### config.mk
export PLATFORM = sky130hd
export DESIGN_NAME = vga_scan_driver_flat
export DESIGN_NICKNAME = d
export VERILOG_FILES = /design/src/rtl/ddr_vga_pkg.sv /design/src/rtl/vga_scan_driver_if.sv /design/src/rtl/wrap_counter.sv /design/src/rtl/vga_scan_driver.sv /design/src/flat_wrapper.sv
export SDC_FILE = /design/constraint.sdc
export NUM_CORES = 1
export LEC_CHECK = 0
export ABC_CLOCK_PERIOD_IN_PS = 3100
export CORE_UTILIZATION = 48
export CTS_CLUSTER_SIZE = 24
export DETAILED_ROUTE_END_ITERATION = 12
export GPL_ROUTABILITY_DRIVEN = 0
export PLACE_DENSITY = 0.83
export RECOVER_POWER = 25
export SLEW_MARGIN = 25
export SYNTH_ARGS = -nofsm -noshare
export SYNTH_HDL_FRONTEND = slang
export SYNTH_SLANG_ARGS = --single-unit
### constraint.sdc
create_clock -name clk -period 3.1 [get_ports clk]
set_input_delay 0.62 -clock clk [delete_from_list [all_inputs] [get_ports clk]]
set_output_delay 0.62 -clock clk [all_outputs]
set_load 0.02 [all_outputs]
### src/rtl/ddr_vga_pkg.sv
// Shared VGA timing defaults, colour field layout and pixel types
// for the DDR game display scan path.
package ddr_vga_pkg;

  localparam int CNT_W = 11;
  localparam int RGB_W = 8;
  localparam int DIV_W = 4;

  localparam int DEF_CLK_DIV  = 4;
  localparam int DEF_H_ACTIVE = 640;
  localparam int DEF_H_FP     = 16;
  localparam int DEF_H_SYNC   = 96;
  localparam int DEF_H_BP     = 48;
  localparam int DEF_V_ACTIVE = 480;
  localparam int DEF_V_FP     = 10;
  localparam int DEF_V_SYNC   = 2;
  localparam int DEF_V_BP     = 33;
  localparam bit DEF_SYNC_POL = 1'b0;

  localparam int DEF_H_TOTAL =
    DEF_H_ACTIVE + DEF_H_FP + DEF_H_SYNC + DEF_H_BP;
  localparam int DEF_V_TOTAL =
    DEF_V_ACTIVE + DEF_V_FP + DEF_V_SYNC + DEF_V_BP;

  localparam int R_LSB = 0;
  localparam int R_MSB = 2;
  localparam int G_LSB = 3;
  localparam int G_MSB = 5;
  localparam int B_LSB = 6;
  localparam int B_MSB = 7;

  localparam logic [RGB_W-1:0] COLOR_NULL = 8'h00;

  typedef struct packed {
    logic [2:0] r;
    logic [2:0] g;
    logic [1:0] b;
  } vga_rgb_t;

  function automatic vga_rgb_t split_rgb(
    input logic [RGB_W-1:0] c
  );
    vga_rgb_t p;
    p.r = c[R_MSB:R_LSB];
    p.g = c[G_MSB:G_LSB];
    p.b = c[B_MSB:B_LSB];
    return p;
  endfunction

endpackage

### src/rtl/vga_scan_driver_if.sv
// Scan bus between the VGA timing stage and the pixel renderer,
// plus the VGA pin bundle.
interface vga_scan_driver_if;
  import ddr_vga_pkg::*;

  logic [RGB_W-1:0] rgb_in;
  logic [CNT_W-1:0] x;
  logic [CNT_W-1:0] y;
  logic             pix_en;
  logic             frame_start;
  logic             active;
  logic             hsync;
  logic             vsync;
  logic [2:0]       vga_r;
  logic [2:0]       vga_g;
  logic [1:0]       vga_b;

  modport master (
    input  rgb_in,
    output x, y, pix_en, frame_start, active,
    output hsync, vsync, vga_r, vga_g, vga_b
  );

  modport slave (
    output rgb_in,
    input  x, y, pix_en, frame_start, active,
    input  hsync, vsync, vga_r, vga_g, vga_b
  );

endinterface

### src/rtl/wrap_counter.sv
// Enabled up-counter that wraps from MAX back to zero;
// wrap flags the terminal count.
module wrap_counter #(
  parameter int WIDTH = 11,
  parameter int MAX   = 1
) (
  input  logic             clk,
  input  logic             reset,
  input  logic             en,
  output logic [WIDTH-1:0] count,
  output logic             wrap
);

  assign wrap = (count == WIDTH'(MAX));

  always_ff @(posedge clk) begin
    if (reset)
      count <= '0;
    else if (en)
      count <= wrap ? '0 : count + WIDTH'(1);
  end

endmodule

### src/rtl/vga_scan_driver.sv
// VGA raster timing generator: scan coordinates, sync pulses,
// frame tick and blanked colour output stage.
module vga_scan_driver
  import ddr_vga_pkg::*;
#(
  parameter int CLK_DIV  = DEF_CLK_DIV,
  parameter int H_ACTIVE = DEF_H_ACTIVE,
  parameter int H_FP     = DEF_H_FP,
  parameter int H_SYNC   = DEF_H_SYNC,
  parameter int H_BP     = DEF_H_BP,
  parameter int V_ACTIVE = DEF_V_ACTIVE,
  parameter int V_FP     = DEF_V_FP,
  parameter int V_SYNC   = DEF_V_SYNC,
  parameter int V_BP     = DEF_V_BP,
  parameter bit SYNC_POL = DEF_SYNC_POL
) (
  input logic              clk,
  input logic              reset,
  vga_scan_driver_if.master vga
);

  localparam int H_TOT  = H_ACTIVE + H_FP + H_SYNC + H_BP;
  localparam int V_TOT  = V_ACTIVE + V_FP + V_SYNC + V_BP;
  localparam int HS_BEG = H_ACTIVE + H_FP;
  localparam int HS_END = HS_BEG + H_SYNC;
  localparam int VS_BEG = V_ACTIVE + V_FP;
  localparam int VS_END = VS_BEG + V_SYNC;

  logic [DIV_W-1:0] div;
  logic             div_wrap;
  logic [CNT_W-1:0] x;
  logic [CNT_W-1:0] y;
  logic             x_wrap;
  logic             y_wrap;
  logic             y_en;
  logic             pix_en;
  logic             active;
  logic             h_win;
  logic             v_win;
  logic             hsync;
  logic             vsync;
  vga_rgb_t         pix_q;
  logic             unused_div;

  wrap_counter #(
    .WIDTH (DIV_W),
    .MAX   (CLK_DIV - 1)
  ) u_div (
    .clk   (clk),
    .reset (reset),
    .en    (1'b1),
    .count (div),
    .wrap  (div_wrap)
  );

  wrap_counter #(
    .WIDTH (CNT_W),
    .MAX   (H_TOT - 1)
  ) u_h (
    .clk   (clk),
    .reset (reset),
    .en    (pix_en),
    .count (x),
    .wrap  (x_wrap)
  );

  assign y_en = pix_en & x_wrap;

  wrap_counter #(
    .WIDTH (CNT_W),
    .MAX   (V_TOT - 1)
  ) u_v (
    .clk   (clk),
    .reset (reset),
    .en    (y_en),
    .count (y),
    .wrap  (y_wrap)
  );

  assign unused_div = ^div;

  assign active = (x < CNT_W'(H_ACTIVE))
               && (y < CNT_W'(V_ACTIVE));
  assign h_win  = (x >= CNT_W'(HS_BEG))
               && (x <  CNT_W'(HS_END));
  assign v_win  = (y >= CNT_W'(VS_BEG))
               && (y <  CNT_W'(VS_END));

  // The pixel being left on this strobe is sampled here, so colour
  // and sync land together one pixel period behind x/y.
  always_ff @(posedge clk) begin
    if (reset) begin
      pix_en <= 1'b0;
      hsync  <= ~SYNC_POL;
      vsync  <= ~SYNC_POL;
      pix_q  <= split_rgb(COLOR_NULL);
    end else begin
      pix_en <= div_wrap;
      if (pix_en) begin
        pix_q <= active ? split_rgb(vga.rgb_in)
                        : split_rgb(COLOR_NULL);
        hsync <= h_win ? SYNC_POL : ~SYNC_POL;
        vsync <= v_win ? SYNC_POL : ~SYNC_POL;
      end
    end
  end

  assign vga.x           = x;
  assign vga.y           = y;
  assign vga.pix_en      = pix_en;
  assign vga.frame_start = y_en & y_wrap;
  assign vga.active      = active;
  assign vga.hsync       = hsync;
  assign vga.vsync       = vsync;
  assign vga.vga_r       = pix_q.r;
  assign vga.vga_g       = pix_q.g;
  assign vga.vga_b       = pix_q.b;

endmodule

### src/flat_wrapper.sv
// flat-port wrapper written by rule: the top's interface ports become plain ports
module vga_scan_driver_flat import ddr_vga_pkg::*;
#(
  parameter int CLK_DIV  = DEF_CLK_DIV,
  parameter int H_ACTIVE = DEF_H_ACTIVE,
  parameter int H_FP     = DEF_H_FP,
  parameter int H_SYNC   = DEF_H_SYNC,
  parameter int H_BP     = DEF_H_BP,
  parameter int V_ACTIVE = DEF_V_ACTIVE,
  parameter int V_FP     = DEF_V_FP,
  parameter int V_SYNC   = DEF_V_SYNC,
  parameter int V_BP     = DEF_V_BP,
  parameter bit SYNC_POL = DEF_SYNC_POL
)
  (clk, reset, vga_rgb_in, vga_x, vga_y, vga_pix_en, vga_frame_start, vga_active, vga_hsync, vga_vsync, vga_vga_r, vga_vga_g, vga_vga_b);
  vga_scan_driver_if vga_i ();
  input logic clk;
  input logic reset;
  input wire logic [$bits(vga_i.rgb_in)-1:0] vga_rgb_in;
  output wire logic [$bits(vga_i.x)-1:0] vga_x;
  output wire logic [$bits(vga_i.y)-1:0] vga_y;
  output wire logic [$bits(vga_i.pix_en)-1:0] vga_pix_en;
  output wire logic [$bits(vga_i.frame_start)-1:0] vga_frame_start;
  output wire logic [$bits(vga_i.active)-1:0] vga_active;
  output wire logic [$bits(vga_i.hsync)-1:0] vga_hsync;
  output wire logic [$bits(vga_i.vsync)-1:0] vga_vsync;
  output wire logic [$bits(vga_i.vga_r)-1:0] vga_vga_r;
  output wire logic [$bits(vga_i.vga_g)-1:0] vga_vga_g;
  output wire logic [$bits(vga_i.vga_b)-1:0] vga_vga_b;
  assign vga_i.rgb_in = vga_rgb_in;
  assign vga_x = vga_i.x;
  assign vga_y = vga_i.y;
  assign vga_pix_en = vga_i.pix_en;
  assign vga_frame_start = vga_i.frame_start;
  assign vga_active = vga_i.active;
  assign vga_hsync = vga_i.hsync;
  assign vga_vsync = vga_i.vsync;
  assign vga_vga_r = vga_i.vga_r;
  assign vga_vga_g = vga_i.vga_g;
  assign vga_vga_b = vga_i.vga_b;
  vga_scan_driver #(.CLK_DIV(CLK_DIV), .H_ACTIVE(H_ACTIVE), .H_FP(H_FP), .H_SYNC(H_SYNC), .H_BP(H_BP), .V_ACTIVE(V_ACTIVE), .V_FP(V_FP), .V_SYNC(V_SYNC), .V_BP(V_BP), .SYNC_POL(SYNC_POL)) u_core (.clk(clk), .reset(reset), .vga(vga_i));
endmodule
Yosys cells after proc, flatten, opt, wreduce, memory -nomap -nowiden
Cells that the tools add are included.

word-level totals
  register bits after elaboration = 37
  memories kept = 0
  input bits = 10
  bits in writable memories = 0
  memory bits (read-only) = 0
  bits in latches = 0
  logic and storage cells = 32

operators by class
  bitwise logic cells = 2
  $add $sub $neg = 3
  div/mod/pow operators = 0
  $lt $le $gt $ge = 6
  muxes and demuxes = 5
  shifts and indexed selects = 0
  $mul = 0
  eq/ne operators = 3
  reduce and logical (&&, ||, !) cells = 4

operators with widths
  kind                                                                            count
  11-bit by 1-bit adder with 11-bit output, second input constant                 2
  11-bit by 10-bit == test with 1-bit output, second input constant               2
  11-bit by 10-bit less-than comparator with 1-bit output, second input constant  2
  11-bit by 9-bit less-than comparator with 1-bit output, second input constant   2
  11-bit 2-to-1 mux                                                               2
  11-bit by 10-bit >= comparator with 1-bit output, second input constant         1
  11-bit by 9-bit >= comparator with 1-bit output, second input constant          1
  8-bit 2-to-1 mux                                                                1
  4-bit by 1-bit adder with 4-bit output, second input constant                   1
  4-bit by 2-bit == test with 1-bit output, second input constant                 1
  1-bit logical AND                                                               3
  1-bit bitwise AND                                                               2
  1-bit 2-to-1 mux                                                                2
  2-bit OR reduction                                                              1

Logic depth before layout (Yosys ltp)
Gate-level depths: netlist of the first run.

  word-level depth = 3
  mapped depth = 7

Modules after synthesis
A second synthesis of the first run with hierarchy kept.

unflattened totals
  cells, all modules = 191
  area total of the unflattened synthesis = 1818.0 um^2

modules (own cells, without submodules)
  module                        area each (um^2)  seq. area each (um^2)  cells an instance  instances
  vga_scan_driver               588.1             220.2                  59                 1
  wrap_counter at u_core.u_v    521.8             220.2                  58                 1
  wrap_counter at u_core.u_h    515.5             220.2                  56                 1
  wrap_counter at u_core.u_div  192.7             80.1                   18                 1

Least setup slack after synthesis of the first run
OpenSTA, ideal clock, no wires.

  path type = flip-flop to output port
  start = register u_core.u_h.count[9]
  end = output port vga_frame_start
  stages on the path, launching flop included = 5
  required time = 2480 ps
  setup slack = 650 ps
  data arrival time = 1830 ps
  path through = dfxtp_1 > or4b_4 > or3_1 > clkbuf_1 > nor2_1

between the ends
  word-level cells in the longest chain between the ends = 3

RTL lines
  item                                        line                    text
  start: declaration                          wrap_counter.sv:10      output logic [WIDTH-1:0] count,
  start signal: assignment                    wrap_counter.sv:20      count <= wrap ? '0 : count + WIDTH'(1);
  11-bit by 10-bit == test with 1-bit output  wrap_counter.sv:14      assign wrap = (count == WIDTH'(MAX));
  1-bit bitwise AND                           vga_scan_driver.sv:67   assign y_en = pix_en & x_wrap;
  1-bit bitwise AND                           vga_scan_driver.sv:111  assign vga.frame_start = y_en & y_wrap;
  end: declaration                            flat_wrapper.sv:23      output wire logic [$bits(vga_i.frame_start)-1:0] vga_frame_start;

No other way between the ends.

Final worst setup path of the first run
  start = register u_core.u_v.count[6]
  end = output port vga_active

between the ends
  word-level cells in the longest chain between the ends = 2

RTL lines
  item                                                    line                   text
  start: declaration                                      wrap_counter.sv:10
  start signal: assignment                                wrap_counter.sv:20
  11-bit by 9-bit less-than comparator with 1-bit output  vga_scan_driver.sv:83  && (y < CNT_W'(V_ACTIVE));
  1-bit logical AND                                       vga_scan_driver.sv:83
  end: declaration                                        flat_wrapper.sv:24     output wire logic [$bits(vga_i.active)-1:0] vga_active;

No other way between the ends.

==> flow_summary.ini, run 1 <==
[outcome]
status = finished, final reports clean

[synth]
syn-cell-area_um2 = 1720
yosys-top-cells-count = dfxtp_1 (37), nor2_1 (21), nand3_1 (19)
synth_enable_flop_cells = 0
ys_ff_latch = 37
syn_avg_cell_area_um2 = 8.70
ys_seq_area_frac = 0.430
synth_most_common_cell = dfxtp_1
synth_top_area_frac = 0.430
yosysUniqueCellTypes = 39
ys.flop_type = dfxtp_1
synthesis.nets = 213
synthArstFlopShare = 0
synth_cells = 198
yosysTopAreaCell = dfxtp_1
synth-warning-count = 0
synth_area_leaders = dfxtp_1 (43%), nand3_1 (5.5%), a21oi_1 (4.6%)

[critical_path]
cp.arrival_ps = 2280
path_max_fanout = 7
r2r_setup_slack_ps = 750
setup.worst_path.start_class = flip-flop
r2r_cells = 4
cp.required_ps = 2480
cp-end-kind = output port
worst-setup-path-type = reg -> out

[cts]
cts_tree = built
cts_sinks = 37
numCtsBuffers = 5
holdBufCountCts = 0
clock_path_buffers = 2
clkLatencyLatePin_ps = 340
path_clk_slew_ps = 110
post_cts_buffers = 0
cts-root-buf = clkbuf_4
htreeDepth = 2

[floorplan]
die_h_um = 61.9
die_x_um = 61.9
core_region_area_um2 = 3390
start_util = 0.508
die_area_um2 = 3830
std_cell_rows = 21
io_pins = 45

[finish]
multi_input_area_um2 = 913
fin_cells = 290
fillerInstances = 298
antenna_cells = 0
regArea_um2 = 741
utilization = 0.673
nNetsFinal = 258
areaGrowthSynthToFinish_pct = 32.4
drive_gt1_frac = 0.0779

[sta]
skew_ps = 8.89
finalSetupTns_ps = 0
post-route-period-util = 0.936
fin_ws_ps = 198
finalSetupViolCount = 0
fmax_ghz = 0.345
period_needed_ps = 2900
finalHoldViolCount = 0
drv_slew = 0
worstMarginPinSlew_ps = 866
slew_headroom = 0.423
rsz0062_at_grt = no

[power]
power_density_nw_per_um2 = 367
vdd.ir_drop.worst_mv = 0.305
p_leak_nw = 0.772
total_power_uw = 837

[min_path]
hp-class = reg -> reg
min_path_cells = 1

[global_routing]
grt_pass1_wl_um = 6020
grt_pass1_vias = 1371
grt_start_max_net_pins = 28
antenna_found_initial = 0
overflow = 0
grt_usage = 0.213

[route]
routed-via-count = 1580
vias_per_cell = 5.45
drt_iter0_drc = 68
firstDrtPassIters = 4
drtAntennaViolNets = 0
drt_wl_total_um = 3760
wire_per_inst_um = 13.0
drc_errors = 0

[placed_design]
dpl_worst_slack_ps = 397
port_buffers = 44
dp_cells = 282
dp_hpwl_um = 2610

[flow_run]
cap_viol_max_count = 0
## stage by stage
stage               cell area [um^2]  hold slack [ps]
global placement                2220              448
finish                          2280              476
floorplan                       1720              428
detailed placement              2220              461
CTS                             2280              474
global route                    2280              497
## critical path, cell delays in order, from the launching register on
cell and delay (ps):
dfxtp_1 390, and4_1 270, nor4bb_1 570, clkdlybuf4s50_1 720
## cell usage in the layout (no fill, tap or decap), drive strengths merged, types with 7 or more instances in the layout
cell type	n
clkdlybuf4s50	42
dfxtp	37
nor2	21
nand3	19
a21oi	17
nand2b	12
xor2	9
clkbuf	8
inv	7
nand2	7
## sequential cells by signal, summed over array words and instances (netlist names)
register,flops
u_core.u_h.count,11
u_core.u_v.count,11
u_core.u_div.count,4
u_core.vga.vga_g,3
u_core.vga.vga_r,3
u_core.vga.vga_b,2
u_core.vga.hsync,1
u_core.vga.pix_en,1
u_core.vga.vsync,1
## cells by family after synthesis
family	after synthesis	share of synthesized area
muxes	1	0.00654
DFF	37	0.430
xor gates and xnor gates	14	0.0712
buffers and inverters	18	0.0399
and+or+nand+nor	95	0.320
adders and majority gates	5	0.0363
AOI/OAI and AO/OA	28	0.0966
## layout make-up
| class | count | area share |
|---|---|---|
| Clock inverter | 1 | 0.00219 |
| Inverter | 7 | 0.0115 |
| Timing Repair Buffer | 49 | 0.207 |
| Clock buffer | 7 | 0.0285 |
| Sequential cell | 37 | 0.325 |
| Tap cell | 46 | 0.0252 |
| Multi-Input combinational cell | 143 | 0.400 |
## path summary, 6_finish.rpt
path                               from               endpoint
setup / recovery    u_core.u_v.count[6]             vga_active
hold / removal    u_core.u_div.count[0]  u_core.u_div.count[0]
setup reg to reg    u_core.u_h.count[9]   u_core.u_v.count[10]
hold reg to reg   u_core.u_div.count[0]  u_core.u_div.count[0]
## layer usage
layer	global-route usage	share of wire	up-vias
met5	0	0	-
met4	0.0952	0.019	0
met3	0.0559	0.042	11
met2	0.320	0.43	43
met1	0.288	0.51	735
li1	-	-	791
## where the power goes
part	leakage [nW]	internal, mW	switching, mW
logic	0.432	0.0291	0.0258
registers	0.299	0.483	0.00692
clock network	0.0413	0.132	0.160
## timing repair
action,4_1_cts,5_1_grt
setup endpoints to repair,1,0
gates resized for setup,1,0
hold endpoints to repair,0,0
(Power assumes the default switching activity.)
==> inputs of run 2 (changes only) <==
--- a/config.mk
+++ b/config.mk
@@ -10,8 +10,9 @@
 export CTS_CLUSTER_SIZE = 24
 export DETAILED_ROUTE_END_ITERATION = 12
 export GPL_ROUTABILITY_DRIVEN = 0
-export PLACE_DENSITY = 0.83
+export PLACE_DENSITY = 0.79
 export RECOVER_POWER = 25
+export REMOVE_ABC_BUFFERS = 1
 export SLEW_MARGIN = 25
 export SYNTH_ARGS = -nofsm -noshare
 export SYNTH_HDL_FRONTEND = slang
==> run 2 against run 1 <==
  * Sequential share of layout area is 0.11 points higher
  * First-iteration DRC count down 15%
  * Power up 3.1%
  * Non-clock buffer count decreased by 2
  * Critical path type unchanged
  * Maximum frequency is 6.3% higher
  * Sequential power hardly changed
  * Worst setup slack better by 170 ps
  * Sequential cell count stayed put
  * Clock skew fell by 3.0 ps
  * Critical path depth unchanged
  * Largest cell class unchanged
  * Global-route usage is 1.5 points lower
  * Via count shrank 1.9%
==> flow_summary.ini, run 2 (synthesis gave the netlist of run 1 again) <==
[sta]
skew_ps = 5.92
rsz0062_at_grt = no
worstMarginPinSlew_ps = 722
slew_headroom = 0.515
finalSetupTns_ps = 0
timing.hold.ws_ps = 468
period_needed_ps = 2730
finalSetupViolCount = 0
finalHoldViolCount = 0
fmax_ghz = 0.366
post-route-period-util = 0.881
drv_slew = 0

[finish]
utilization = 0.671
most-common-layout-cells = clkdlybuf4s50_1 (42), dfxtp_1 (37), nor2_1 (21)
nNetsFinal = 256
antenna_cells = 0
fillerInstances = 287
final_common_cell = clkdlybuf4s50_1
regArea_um2 = 741
drive_gt1_frac = 0.0664
areaGrowthSynthToFinish_pct = 32.0
multi_input_area_um2 = 915
top_regs = u_core.u_h.count (11), u_core.u_v.count (11), u_core.u_div.count (4)

[floorplan]
die_h_um = 61.9
die_area_um2 = 3830
io_pins = 45
start_util = 0.508
core_region_area_um2 = 3390
die_x_um = 61.9
std_cell_rows = 21

[route]
drc_errors = 0
drt_iter0_drc = 58
wire_per_inst_um = 13.1
vias_per_cell = 5.40
firstDrtPassIters = 4
drtAntennaViolNets = 0
drt_wl_total_um = 3760
routed-via-count = 1550

[power]
p_leak_nw = 0.774
power_density_nw_per_um2 = 379
vdd.ir_drop.worst_mv = 0.209

[global_routing]
grt_pass1_vias = 1182
antenna_found_initial = 0
grt_pass1_wl_um = 5490
overflow = 0
grt_start_max_net_pins = 28
grt_usage = 0.198

[critical_path]
path_max_fanout = 7
worst-setup-path-type = reg -> out
cp.required_ps = 2480
cp-end-kind = output port
path_buf_inv = 1
path_cells = and4_1 > nor4bb_1 > clkdlybuf4s50_1
path_delay_family = buffers and inverters
cp.arrival_ps = 2110
setup.worst_path.start_class = flip-flop
slowest_stage = clkdlybuf4s50_1
slowest_delay_ps = 710
r2r_setup_slack_ps = 730

[cts]
numCtsBuffers = 5
post_cts_buffers = 0
cts-root-buf = clkbuf_4
htreeDepth = 2
clock_path_buffers = 2
cts_sinks = 37
cts_tree = built
clkLatencyLatePin_ps = 330
path_clk_slew_ps = 110

[flow_run]
cap_viol_max_count = 0

[outcome]
status = finished, final reports clean

[placed_design]
port_buffers = 44
dp_hpwl_um = 2640

[min_path]
hp-class = reg -> reg
[run 2: cell type report]
cell class | instances | area share
clock inverter | 2 | 0.0154
sequential | 37 | 0.326
clock buffer | 5 | 0.0165
timing repair buffer | 47 | 0.203
multi-input combinational | 143 | 0.402
tap | 46 | 0.0253
inverter | 7 | 0.0116
[run 2: path summary, 6_finish.rpt]
kind                                            start                     to  depth (start not counted)
worst max-delay path              u_core.u_v.count[6]             vga_active                          3
worst min-delay path            u_core.u_div.count[0]  u_core.u_div.count[0]                          1
worst max register to register    u_core.u_h.count[5]   u_core.u_v.count[10]                          4
worst min register to register  u_core.u_div.count[0]  u_core.u_div.count[0]                          1
[run 2: power by group]
group          internal (mW)  total [mW]  switching (mW)
clock                  0.164       0.317           0.153
sequential             0.483       0.490         0.00691
combinational         0.0292      0.0550          0.0259
total                  0.677       0.862           0.186
[run 2: metal layers]
metal | track usage | up-vias | share of wire
li1 | - | 789 | -
met1 | 0.284 | 727 | 0.50
met2 | 0.287 | 32 | 0.45
met3 | 0.0642 | 2 | 0.043
met4 | 0.0476 | 0 | 0.0061
met5 | 0 | - | 0
[run 2: per-stage QoR]
step	cells	setup WS, ps	power, mW	area, um^2
2_1_floorplan	187	559	0.525	1680
3_3_place_gp	280	353	0.556	2200
3_5_place_dp	280	331	0.557	2200
4_1_cts	287	18.6	0.873	2280
5_1_grt	287	267	0.897	2270
6_report	287	369	0.862	2270
[run 2: repair_timing]
action                     CTS  global route
gates resized for setup      1             1
pin swaps                    0             0
hold buffers                 0             0
setup endpoints to repair    1             1
gates cloned                 0             0
